$ cat config.mk
export PLATFORM = sky130hd
export DESIGN_NAME = cadence_meas
export DESIGN_NICKNAME = d
export VERILOG_FILES = /design/src/rtl/cadence_pkg.sv /design/src/rtl/cadence_debounce.sv /design/src/rtl/cadence_meas.sv
export SDC_FILE = /design/constraint.sdc
export NUM_CORES = 1
export LEC_CHECK = 0
export CAP_MARGIN = 40
export CORE_MARGIN = 2
export CORE_UTILIZATION = 40
export DETAILED_ROUTE_END_ITERATION = 12
export GPL_TIMING_DRIVEN = 0
export PLACE_DENSITY = 0.53
export SYNTH_ARGS = -nofsm -noshare
export SYNTH_HDL_FRONTEND = slang
export SYNTH_HIERARCHICAL = 1
export SYNTH_SLANG_ARGS = --single-unit
$ cat constraint.sdc
create_clock -name clk -period 4.8 [get_ports clk]
set_input_delay 0.96 -clock clk [delete_from_list [all_inputs] [get_ports clk]]
set_output_delay 0.96 -clock clk [all_outputs]
set_load 0.02 [all_outputs]
$ cat src/rtl/cadence_pkg.sv
// Shared constants for the crank cadence front end: output width, default
// window/debounce lengths and their fast-simulation counterparts.
package cadence_pkg;

    localparam int                CAD_W   = 5;
    localparam logic [CAD_W-1:0]  CAD_MAX = 5'd31;

    localparam int WINDOW_CYCLES_DEF      = 16777216;
    localparam int DEBOUNCE_CYCLES_DEF    = 1024;
    localparam int FAST_WINDOW_CYCLES     = 4096;
    localparam int FAST_DEBOUNCE_CYCLES   = 4;
    localparam int NP_THRESH_DEF          = 2;

    // Increment that sticks at CAD_MAX instead of wrapping.
    function automatic logic [CAD_W-1:0] sat_inc(input logic [CAD_W-1:0] cnt,
                                                 input logic             inc);
        if (inc && (cnt != CAD_MAX)) begin
            return cnt + CAD_W'(1);
        end
        return cnt;
    endfunction

endpackage

$ cat src/rtl/cadence_debounce.sv
// Two-flop synchronizer plus run-length debounce filter for the crank sensor;
// emits the filtered level and a one-cycle pulse on its rising edge.
module cadence_debounce #(
    parameter int DEBOUNCE_CYCLES = 1024
) (
    input  logic clk,
    input  logic rst_n,
    input  logic cadence_raw,
    output logic filt,
    output logic rise
);

    localparam int               DEB_W  = (DEBOUNCE_CYCLES > 1) ? $clog2(DEBOUNCE_CYCLES) : 1;
    localparam logic [DEB_W-1:0] DEB_TC = DEB_W'(DEBOUNCE_CYCLES - 1);

    logic             sync1_q;
    logic             sync2_q;
    logic             filt_q;
    logic             filt_d;
    logic             filt_dly_q;
    logic [DEB_W-1:0] deb_cnt_q;
    logic [DEB_W-1:0] deb_cnt_d;

    // The filtered level only moves after DEBOUNCE_CYCLES consecutive disagreements.
    always_comb begin
        filt_d    = filt_q;
        deb_cnt_d = '0;
        if (sync2_q != filt_q) begin
            if (deb_cnt_q == DEB_TC) begin
                filt_d = sync2_q;
            end else begin
                deb_cnt_d = deb_cnt_q + DEB_W'(1);
            end
        end
    end

    always_ff @(posedge clk) begin
        if (!rst_n) begin
            sync1_q    <= 1'b0;
            sync2_q    <= 1'b0;
            filt_q     <= 1'b0;
            filt_dly_q <= 1'b0;
            deb_cnt_q  <= '0;
        end else begin
            sync1_q    <= cadence_raw;
            sync2_q    <= sync1_q;
            filt_q     <= filt_d;
            filt_dly_q <= filt_q;
            deb_cnt_q  <= deb_cnt_d;
        end
    end

    assign filt = filt_q;
    assign rise = filt_q & ~filt_dly_q;

endmodule

$ cat src/rtl/cadence_meas.sv
// Crank cadence measurement: counts debounced rising edges per fixed window and
// publishes a saturated count plus not-pedaling flag. Macro CADENCE_FAST_SIM_EN
// shrinks window/debounce to 4096/4 cycles for simulation.
module cadence_meas
    import cadence_pkg::*;
#(
    parameter int WINDOW_CYCLES   = WINDOW_CYCLES_DEF,
    parameter int DEBOUNCE_CYCLES = DEBOUNCE_CYCLES_DEF,
    parameter int NP_THRESH       = NP_THRESH_DEF
) (
    input  logic             clk,
    input  logic             rst_n,
    input  logic             cadence_raw,
    output logic [CAD_W-1:0] cadence,
    output logic             not_pedaling,
    output logic             cadence_vld
);

`ifdef CADENCE_FAST_SIM_EN
    localparam int EFF_WIN = FAST_WINDOW_CYCLES;
    localparam int EFF_DEB = FAST_DEBOUNCE_CYCLES;
`else
    localparam int EFF_WIN = WINDOW_CYCLES;
    localparam int EFF_DEB = DEBOUNCE_CYCLES;
`endif

    localparam int               WIN_W  = $clog2(EFF_WIN);
    localparam logic [WIN_W-1:0] WIN_TC = WIN_W'(EFF_WIN - 1);

    if (WINDOW_CYCLES < 2 || DEBOUNCE_CYCLES < 1) begin : g_bad_cfg
        $error("cadence_meas: window must be >= 2 and debounce >= 1 cycles");
    end

    logic             rise;
    logic             filt_unused;
    logic [WIN_W-1:0] win_cnt_q;
    logic [CAD_W-1:0] edge_cnt_q;
    logic [CAD_W-1:0] edge_cnt_d;
    logic [CAD_W-1:0] cadence_q;
    logic             not_pedaling_q;
    logic             cadence_vld_q;
    logic             win_close;

    cadence_debounce #(
        .DEBOUNCE_CYCLES(EFF_DEB)
    ) u_debounce (
        .clk         (clk),
        .rst_n       (rst_n),
        .cadence_raw (cadence_raw),
        .filt        (filt_unused),
        .rise        (rise)
    );

    // A rise landing on the closing cycle is folded into the closing window.
    always_comb begin
        win_close  = (win_cnt_q == WIN_TC);
        edge_cnt_d = sat_inc(edge_cnt_q, rise);
    end

    always_ff @(posedge clk) begin
        if (!rst_n) begin
            win_cnt_q      <= '0;
            edge_cnt_q     <= '0;
            cadence_q      <= '0;
            not_pedaling_q <= 1'b1;
            cadence_vld_q  <= 1'b0;
        end else begin
            cadence_vld_q <= win_close;
            if (win_close) begin
                win_cnt_q      <= '0;
                edge_cnt_q     <= '0;
                cadence_q      <= edge_cnt_d;
                not_pedaling_q <= (int'(edge_cnt_d) < NP_THRESH);
            end else begin
                win_cnt_q  <= win_cnt_q + WIN_W'(1);
                edge_cnt_q <= edge_cnt_d;
            end
        end
    end

    assign cadence      = cadence_q;
    assign not_pedaling = not_pedaling_q;
    assign cadence_vld  = cadence_vld_q;

endmodule

==> results by group, run 1 <==
Worst setup path
  • WS Path Type: flip-flop to output pin
  • Data required time at the worst endpoint: 3.84 ns
  • Longest individual stage delay on the worst path: approximately 0.6 ns
  • CP bufs+invs: 1
  • Crit-path cells: clkdlybuf4s50_1
  • Maximum fanout along the worst path: 2
  • Slowest cell on the critical path: sky130_fd_sc_hd__clkdlybuf4s50_1
  • Kind of capture point of the worst setup path: output pin
  • Slack of the worst reg-to-reg path: between 2 and 3 ns
  • Critical path launch point type: flip-flop
  • Delay-heaviest family, CP: buffers and inverters
  • Worst Path Arrival: between 1 and 1.5 ns

CTS
  • TritonCTS clock tree: yes
  • Clock tree buffer depth: 2
  • Number of clock sinks: 50
  • Clock transition at the registers of the reported paths: about 0.090 ns
  • Root buffer cell: sky130_fd_sc_hd__clkbuf_8
  • Clk_lat worst skew: 0.30 ns
  • H-tree levels: 2
  • Number of buffers added by the clock tree synthesis step: 5
  • Number of gates given a new drive strength after cts: 0
  • Total of hold buffers inserted after clock tree synthesis: 0
  • Post-CTS Setup Bufs: 0

Final layout
  • Net count, final: ~270
  • P&R area growth vs syn: 12.2%
  • Fillers: 534
  • FF/Latch Area: around 1000 um^2
  • Commonest non-fill, non-tap cells in the layout: sky130_fd_sc_hd__dfxtp_1, sky130_fd_sc_hd__nor2_1, sky130_fd_sc_hd__nand2_1
  • Antenna diodes: 0
  • Share of final-layout standard cells stronger than drive strength 1: 0.104
  • Combined area of the multi-input logic cells: roughly 1200 um^2
  • Most common cell after layout, fill and taps aside: sky130_fd_sc_hd__dfxtp_1

Timing
  • Slew at the pin closest to its max-slew limit: between 0.5 and 0.6 ns
  • Setup TNS: 0 ns
  • Min Tclk post-route: 2.21 ns
  • Number of max-slew violations in the final report: 0
  • Final setup slack of the worst path: ~2.6 ns
  • Final period utilization: 0.461
  • Number of setup violations in the final report: 0
  • Hold Violations, Final: 0
  • Relative max-transition margin: 0.617
  • Peak Freq: approximately 0.45 GHz
  • Unrepaired setup endpoints after global routing: false
  • Final Skew: 0.00686 ns

Synth
  • Number of warning messages in the yosys log: 6
  • Synthesized area per cell: between 9 and 10 um^2
  • FFs w/ async S/R, synth: 0
  • Seq/Total Area, Yosys: 0.448
  • Netlist cell types: 49
  • Synthesized Nets: between 200 and 300
  • Cell area after synthesis: about 2200 um^2
  • Cell count after synthesis: around 240
  • Count of state elements after synthesis: 50
  • EDFF count, synth: 0
  • Flip-flop cell with the highest count after synthesis: sky130_fd_sc_hd__dfxtp_1

GRT
  • Largest net degree at the start of global routing: 15
  • Number of antenna violations at the first check in global routing: 0
  • First-pass GRT wire length: about 7500 um
  • Overflow left after global routing: 0
  • Global routing usage summed across all routing layers: 0.152
  • Via count of the first global-routing pass: 1632

Routing
  • Routed vias/inst: around 5.3
  • Final WL: between 4000 and 5000 um
  • DRC: 0
  • DR vias: ~1700
  • Remaining antenna violation count after routing: 0
  • Total iterations of the first detailed-routing run: 3
  • Violation count after the first detailed-routing iteration: 55
  • Detail-routed net length per standard cell: ~13 um

Floorplanning
  • Horizontal die dimension: just under 80 um
  • Initial core utilization: 0.411
  • Floorplan die area: 6200 um^2
  • FP Rows: 27
  • Placeable Area: 5440 um^2
  • Die outline height: 78.7 um
  • IO Count: 10

Place
  • Gp weighted congestion: around 0.79
  • Detailed Place HPWL: approximately 3000 um
  • PortBufs: 9
  • Setup Slack @ Placement: between 2 and 2.5 ns

Power
  • Leakage power summed over all cells: 0.816 nW
  • Max VDD drop: between 150 and 200 uV
  • Power Density: approximately 270 nW/um^2

Hold path
  • Worst min-delay path class: flip-flop to flip-flop

Run status
  • Status: complete, no violations

Run
  • # Max-Cap Violations: 0
[per-layer routing]
layer | vias up | share of wire | GRT usage
met5 | - | 0 | 0
met2 | 17 | 0.42 | 0.232
met4 | 0 | 0.015 | 0.0526
li1 | 920 | - | -
met1 | 802 | 0.53 | 0.211
met3 | 5 | 0.030 | 0.0375
[synth_stat cells (7+ instances only)]
cell                      number  area [um^2]
sky130_fd_sc_hd__nand4_1      11         68.8
sky130_fd_sc_hd__xnor2_1      10         87.6
sky130_fd_sc_hd__xor2_1        9         78.8
sky130_fd_sc_hd__a21oi_1      10         50.1
sky130_fd_sc_hd__dfxtp_1      50         1000
sky130_fd_sc_hd__o21ai_0      12         60.1
sky130_fd_sc_hd__nor3_1        8         40.0
sky130_fd_sc_hd__inv_1         7         26.3
sky130_fd_sc_hd__or3_1         7         43.8
sky130_fd_sc_hd__nor2_1       22         82.6
sky130_fd_sc_hd__nand3_1      11         55.1
sky130_fd_sc_hd__nand2_1      16         60.1
[worst register-to-register path: stages, from the launching register on]
cell                       delay (ns)
sky130_fd_sc_hd__dfxtp_1         0.34
sky130_fd_sc_hd__ha_1            0.21
sky130_fd_sc_hd__and3_1          0.14
sky130_fd_sc_hd__ha_1            0.20
sky130_fd_sc_hd__nand3b_1        0.18
sky130_fd_sc_hd__xor2_1          0.26
sky130_fd_sc_hd__o21ai_0         0.16
sky130_fd_sc_hd__o311ai_1        0.27
[cells by family (layout without fill, tap and decap cells)]
logic type / after synthesis / after routing / synth area share
and+or+nand+nor: 106 / 106 / 0.275
DFF: 50 / 50 / 0.448
AOI/OAI and AO/OA: 46 / 46 / 0.136
xor gates and xnor gates: 19 / 19 / 0.0745
buffers and inverters: 15 / 32 / 0.0308
adders and majority gates: 4 / 4 / 0.0224
muxes: 3 / 3 / 0.0134
[metrics by stage]
stage	hold WS (ns)	area (um^2)	utilization	power, mW	std cells
global placement	0.413	2410	0.444	0.445	324
detailed placement	0.420	2410	0.444	0.445	324
floorplan	0.412	2230	-	0.438	243
CTS	0.442	2500	0.461	0.698	332
finish	0.439	2500	0.461	0.688	332
global route	0.487	2500	0.461	0.717	332
[state kept, by name, indices dropped and copies added, names as in the netlist]
signal / cells
cadence: 5
cadence_vld: 1
edge_cnt_q: 5
not_pedaling: 1
u_debounce/deb_cnt_q: 10
u_debounce/filt: 1
u_debounce/filt_dly_q: 1
u_debounce/sync1_q: 1
u_debounce/sync2_q: 1
win_cnt_q: 24
[final cells by class]
| type | count | share of cell area |
|---|---|---|
| well taps | 72 | 0.0360 |
| clock inverters | 1 | 0.00200 |
| flip-flops and latches | 50 | 0.400 |
| clock buffers | 7 | 0.0345 |
| inverters | 7 | 0.0105 |
| multi-input cells | 178 | 0.465 |
| plain buffers | 8 | 0.0170 |
| repair buffers | 9 | 0.0360 |
[worst paths after layout]
path                                      endpoint               start  depth (start not counted)
worst min-delay path            u_debounce/sync2_q  u_debounce/sync1_q                          1
worst max-delay path                  not_pedaling        not_pedaling                          1
worst min register to register  u_debounce/sync2_q  u_debounce/sync1_q                          1
worst max register to register        not_pedaling       edge_cnt_q[0]                          7
[where the power goes]
group,switching [mW],internal [mW],total [mW]
clock network,0.137,0.117,0.253
logic,0.00916,0.00524,0.0144
registers,0.00330,0.418,0.421
total,0.149,0.539,0.688
Note: power is estimated with default switching activity, not from simulation.
==> run 2: changes to the inputs <==
--- a/config.mk
+++ b/config.mk
@@ -10,7 +10,7 @@
 export CORE_UTILIZATION = 40
 export DETAILED_ROUTE_END_ITERATION = 12
 export GPL_TIMING_DRIVEN = 0
-export PLACE_DENSITY = 0.53
+export PLACE_DENSITY = 0.55
 export SYNTH_ARGS = -nofsm -noshare
 export SYNTH_HDL_FRONTEND = slang
 export SYNTH_HIERARCHICAL = 1
==> constraint.sdc (replaced) <==
create_clock -name clk -period 1.98 [get_ports clk]
set_input_delay 0.396 -clock clk [delete_from_list [all_inputs] [get_ports clk]]
set_output_delay 0.396 -clock clk [all_outputs]
set_load 0.02 [all_outputs]
==> results by group, run 2 (synthesis gave the netlist of run 1 again) <==
Hold path
  • Min-Delay Startpoint: u_debounce/sync1_q
  • Min-Delay Path Depth: 1
  • Sink of the worst hold path: u_debounce/sync2_q
  • Worst min-delay path class: flip-flop to flip-flop

Floorplanning
  • Horizontal die dimension: between 70 and 80 um
  • IO Count: 10
  • Die outline height: approximately 79 um
  • Floorplan die area: 6200 um^2
  • FP Rows: 27
  • Placeable Area: about 5400 um^2
  • Initial core utilization: 0.411

Routing
  • Routed vias/inst: approximately 5.3
  • DRC: 0
  • Detail-routed net length per standard cell: about 13 um
  • DR vias: 1752
  • Final WL: ~4300 um
  • Violation count after the first detailed-routing iteration: 90
  • Total iterations of the first detailed-routing run: 4
  • Remaining antenna violation count after routing: 0

Worst setup path
  • Startpoint of the worst-slack reg-to-reg timing path: edge_cnt_q[0]
  • Data required time at the worst endpoint: 2.19 ns
  • Kind of capture point of the worst setup path: flip-flop
  • Depth of the worst register-to-register path: 7
  • Worst flop-to-flop path endpoint: not_pedaling
  • Critical path launch point type: flip-flop
  • Worst Path Arrival: 2.02 ns
  • Maximum fanout along the worst path: 3
  • Slack of the worst reg-to-reg path: approximately 0.17 ns
  • WS Path Type: flip-flop to flip-flop

Final layout
  • Post-route cell area: 2500 um^2
  • Regs by FF count: win_cnt_q x24, u_debounce/deb_cnt_q x10
  • Commonest non-fill, non-tap cells in the layout: sky130_fd_sc_hd__dfxtp_1, sky130_fd_sc_hd__nor2_1, sky130_fd_sc_hd__nand2_1
  • Net count, final: 265
  • Antenna diodes: 0
  • Most common cell after layout, fill and taps aside: sky130_fd_sc_hd__dfxtp_1
  • Register name with the most flops: win_cnt_q
  • Share of final-layout standard cells stronger than drive strength 1: 0.112
  • Flip-flop count of the largest register, all copies and words added: 24
  • P&R area growth vs syn: 12.0%

Timing
  • Peak Freq: ~0.55 GHz
  • Final Skew: slightly above 0.009 ns
  • Final period utilization: 0.912
  • Number of max-slew violations in the final report: 0
  • Hold Violations, Final: 0
  • Min Tclk post-route: between 1.5 and 2 ns
  • Relative max-transition margin: 0.585
  • Setup TNS: 0 ns
  • Slew at the pin closest to its max-slew limit: a little over 0.6 ns
  • Number of setup violations in the final report: 0
  • Final setup slack of the worst path: 0.174 ns
  • Unrepaired setup endpoints after global routing: false

Power
  • Share of total power in combinational logic: 0.023
  • Total internal power: 1.27 mW
  • Max VDD drop: ~280 uV
  • Leakage power summed over all cells: roughly 0.8 nW
  • Fraction of power spent switching nets: 0.213
  • Part of the total power dissipated in the clock network: 0.345
  • Power Density: between 600 and 700 nW/um^2
  • Total Power: 1.61 mW
  • Net Switching: between 300 and 400 uW
  • Share of power burned in registers: 0.632

CTS
  • Root buffer cell: sky130_fd_sc_hd__clkbuf_8
  • Clock transition at the registers of the reported paths: approximately 0.090 ns
  • Number of buffers added by the clock tree synthesis step: 5
  • Clk_lat worst skew: 0.30 ns
  • Total of hold buffers inserted after clock tree synthesis: 0
  • TritonCTS clock tree: yes
  • Clock tree buffer depth: 2
  • Number of clock sinks: 50
  • H-tree levels: 2

GRT
  • Overflow left after global routing: 0
  • Via count of the first global-routing pass: approximately 1700
  • Global routing usage summed across all routing layers: 0.158
  • First-pass GRT wire length: about 7700 um
  • Largest net degree at the start of global routing: 14
  • Number of antenna violations at the first check in global routing: 0

Place
  • Setup Slack @ Placement: ~0.040 ns
  • Gp weighted congestion: ~0.8
  • Detailed Place HPWL: 3070 um
  • Cell Area, Placed: between 2000 and 2500 um^2
  • PortBufs: 9

Run status
  • Status: complete, no violations

Run
  • # Max-Cap Violations: 0
[run 2: cell types whose count changed in the layout (fill, tap and decap cells not counted), sizes merged]
cell / before / now
buf: 5 / 4
clkinv: 1 / 0
[run 2: routing by layer]
layer,track usage,routed length [um],up-vias
li1,-,-,915
met1,0.220,2330,815
met2,0.237,1840,17
met3,0.0341,88,5
met4,0.0632,58,0
met5,0,0,-
[run 2: worst max-delay path, stage by stage, from the launching register on]
cell and delay (ns):
sky130_fd_sc_hd__dfxtp_1 0.34, sky130_fd_sc_hd__ha_1 0.21, sky130_fd_sc_hd__and3_1 0.15, sky130_fd_sc_hd__ha_1 0.21, sky130_fd_sc_hd__nand3b_1 0.21, sky130_fd_sc_hd__xor2_2 0.21
sky130_fd_sc_hd__o21ai_0 0.13, sky130_fd_sc_hd__o311ai_1 0.26
[run 2: timing repair]
item                                    CTS  global route
buffers inserted                          0             0
resized for setup                         0             5
endpoints found under the setup margin    0            13
endpoints found under the hold margin     0             0
[run 2: how the worst max path moves through the flow]
| stage | slack (ns) | to | from |
|---|---|---|---|
| final | 0.17 | not_pedaling | edge_cnt_q[0] |
| after detailed placement | 0.04 | u_debounce/deb_cnt_q[7] | rst_n |
| after floorplan | 0.28 | cadence[3] | edge_cnt_q[0] |
| after CTS | 0.15 | cadence[3] | edge_cnt_q[0] |
| after global placement | 0.06 | u_debounce/deb_cnt_q[5] | rst_n |
| after global routing | 0.006 | not_pedaling | edge_cnt_q[0] |
[run 2: power groups by stage]
stage	combinational, mW	sequential (mW)	clock, mW
floorplan	0.0206	1.04	0
global placement	0.0356	1.04	0
detailed placement	0.0356	1.04	0
CTS	0.0362	1.02	0.585
global route	0.0413	1.02	0.638
finish	0.0365	1.02	0.557
[run 2: final cells by class]
cell class,count,area [um^2]
Buffer,7,41.3
Clock buffer,7,76.3
Fill cell,532,2940
Inverter,7,26.3
Multi-Input combinational cell,178,1180
Sequential cell,50,1000
Tap cell,72,90.1
Timing Repair Buffer,9,90.1
[run 2: metrics by stage]
stage	hold slack, ns	cells	utilization
after global placement	0.415	324	0.444
final	0.436	330	0.460
after global routing	0.463	330	0.460
after CTS	0.442	331	0.458
after floorplan	0.412	243	-
after detailed placement	0.421	324	0.444
==> run 3: changes to the inputs <==
--- a/config.mk
+++ b/config.mk
@@ -7,10 +7,10 @@
 export LEC_CHECK = 0
 export CAP_MARGIN = 40
 export CORE_MARGIN = 2
-export CORE_UTILIZATION = 40
+export CORE_UTILIZATION = 30
 export DETAILED_ROUTE_END_ITERATION = 12
 export GPL_TIMING_DRIVEN = 0
-export PLACE_DENSITY = 0.55
+export PLACE_DENSITY = 0.43
 export SYNTH_ARGS = -nofsm -noshare
 export SYNTH_HDL_FRONTEND = slang
 export SYNTH_HIERARCHICAL = 1
==> results by group, run 3 (synthesis gave the netlist of run 1 again) <==
Final layout
  • P&R area growth vs syn: 15.3%
  • Antenna diodes: 0
  • Final core utilization: 0.357
  • Combined area of the multi-input logic cells: 1180 um^2
  • Share of final-layout standard cells stronger than drive strength 1: 0.116
  • Register name with the most flops: win_cnt_q
  • Commonest non-fill, non-tap cells in the layout: sky130_fd_sc_hd__dfxtp_1, sky130_fd_sc_hd__nor2_1, sky130_fd_sc_hd__nand2_1
  • Regs by FF count: win_cnt_q x24, u_debounce/deb_cnt_q x10
  • Fillers: 774
  • Most common cell after layout, fill and taps aside: sky130_fd_sc_hd__dfxtp_1
  • FF/Latch Area: 1000 um^2
  • Flip-flop count of the largest register, all copies and words added: 24
  • Net count, final: 266

Worst setup path
  • Depth of the worst register-to-register path: 7
  • WS Path Type: flip-flop to flip-flop
  • Crit-path cells: ha_1 > and3_1 > ha_1 > nor2b_1 > nand4_1 > xor2_1 > a311oi_1
  • Worst Path Arrival: around 2.1 ns
  • Data required time at the worst endpoint: ~2.2 ns
  • Longest individual stage delay on the worst path: about 0.35 ns
  • Slowest cell on the critical path: sky130_fd_sc_hd__dfxtp_1
  • Kind of capture point of the worst setup path: flip-flop
  • Critical path launch point type: flip-flop
  • Most Frequent Cell on Critical Path: sky130_fd_sc_hd__ha_1
  • Maximum fanout along the worst path: 3

Floorplanning
  • Horizontal die dimension: around 90 um
  • Placeable Area: roughly 7200 um^2
  • Floorplan die area: between 8000 and 9000 um^2
  • Initial core utilization: 0.310
  • Die outline height: approximately 90 um
  • IO Count: 10
  • FP Rows: 31

GRT
  • Via count of the first global-routing pass: about 1700
  • Number of antenna violations at the first check in global routing: 0
  • Overflow left after global routing: 0
  • First-pass GRT wire length: just over 8000 um
  • Global routing usage summed across all routing layers: 0.123
  • Largest net degree at the start of global routing: 15

Timing
  • Worst slack on hold paths: roughly 0.44 ns
  • Setup TNS: 0 ns
  • Number of max-slew violations in the final report: 0
  • Peak Freq: ~0.54 GHz
  • Hold Violations, Final: 0
  • Final period utilization: 0.938
  • Relative max-transition margin: 0.593
  • Min Tclk post-route: ~1.9 ns
  • Slew at the pin closest to its max-slew limit: 0.605 ns
  • Number of setup violations in the final report: 0
  • Final Skew: a little under 0.008 ns
  • Unrepaired setup endpoints after global routing: true

CTS
  • Clock transition at the registers of the reported paths: approximately 0.090 ns
  • Total of hold buffers inserted after clock tree synthesis: 0
  • Number of buffers added by the clock tree synthesis step: 5
  • Root buffer cell: sky130_fd_sc_hd__clkbuf_8
  • TritonCTS clock tree: yes
  • Clock tree buffer depth: 2
  • Post-CTS Setup Bufs: 0
  • Clk_lat worst skew: roughly 0.30 ns
  • H-tree levels: 2
  • Number of clock sinks: 50

Power
  • Leakage power summed over all cells: 0.826 nW
  • Max VDD drop: around 370 uV
  • Power Density: between 600 and 700 nW/um^2

Routing
  • Detail-routed net length per standard cell: about 13 um
  • DR vias: 1763
  • Routed vias/inst: ~4.9
  • Total iterations of the first detailed-routing run: 4
  • Violation count after the first detailed-routing iteration: a little under 80
  • DRC: 0
  • Final WL: ~4700 um
  • Remaining antenna violation count after routing: 0

Hold path
  • Worst min-delay path class: flip-flop to flip-flop
  • Min-Delay Path Depth: 1

Run
  • # Max-Cap Violations: 0

Place
  • PortBufs: 9
  • Gp weighted congestion: 0.755
  • Detailed Place HPWL: 3280 um

Run status
  • Status: complete, no violations
-- run 3: cell types whose count changed in the layout (fill, tap and decap cells not counted) --
cell | previous run | this run
sky130_fd_sc_hd__bufinv_16 | 0 | 1
sky130_fd_sc_hd__clkbuf_1 | 4 | 3
sky130_fd_sc_hd__clkbuf_8 | 5 | 6
sky130_fd_sc_hd__dfxtp_1 | 49 | 50
sky130_fd_sc_hd__dfxtp_2 | 1 | 0
sky130_fd_sc_hd__nand2_1 | 16 | 15
sky130_fd_sc_hd__nand2_2 | 0 | 1
sky130_fd_sc_hd__nor2b_1 | 2 | 3
sky130_fd_sc_hd__nor2b_2 | 1 | 0
-- run 3: cell type report --
type,instances,share of cell area
Tap cell,99,0.0481
Sequential cell,50,0.389
Multi-Input combinational cell,178,0.457
Clock buffer,6,0.0321
Timing Repair Buffer,9,0.0350
Buffer,8,0.0175
Clock inverter,1,0.0117
Inverter,7,0.0102
-- run 3: per-layer routing --
| layer | track usage | share of wire | vias up |
|---|---|---|---|
| li1 | - | - | 911 |
| met4 | 0.0500 | 0.018 | 0 |
| met2 | 0.183 | 0.42 | 16 |
| met5 | 0 | 0 | - |
| met3 | 0.0326 | 0.031 | 9 |
| met1 | 0.170 | 0.53 | 827 |
-- run 3: metrics by stage --
stage | instances | setup WS, ns | cell area [um^2] | power [mW]
2_1_floorplan | 243 | 0.283 | 2230 | 1.06
3_3_place_gp | 351 | -0.000424 | 2450 | 1.08
3_5_place_dp | 351 | 0.0216 | 2450 | 1.08
4_1_cts | 358 | 0.0676 | 2560 | 1.83
5_1_grt | 358 | -0.0782 | 2570 | 1.88
6_report | 358 | 0.123 | 2570 | 1.80
-- run 3: report_power, final --
part           switching [mW]  total, mW  internal (mW)
Combinational          0.0235     0.0371         0.0135
Sequential            0.00829       1.02           1.01
Clock                   0.335      0.740          0.405
Total                   0.367       1.80           1.43
-- run 3: worst max-delay path, delay by kind of cell (launching register included) --
family / cells / cell delay [ns]
and+or+nand+nor: 3 / 0.58
adders and majority gates: 2 / 0.41
DFF: 1 / 0.35
AOI/OAI and AO/OA: 1 / 0.25
xor gates and xnor gates: 1 / 0.19
-- run 3: worst paths after layout --
check / from / endpoint / slack (ns)
max reg2reg: edge_cnt_q[0] / cadence[3] / 0.12
min reg2reg: u_debounce/sync1_q / u_debounce/sync2_q / 0.44
max: edge_cnt_q[0] / cadence[3] / 0.12
min: u_debounce/sync1_q / u_debounce/sync2_q / 0.44
-- run 3: what timing repair did --
action                                 CTS  global route
setup endpoints to repair                0            13
endpoints found under the hold margin    0             0
gates resized for setup                  0             4
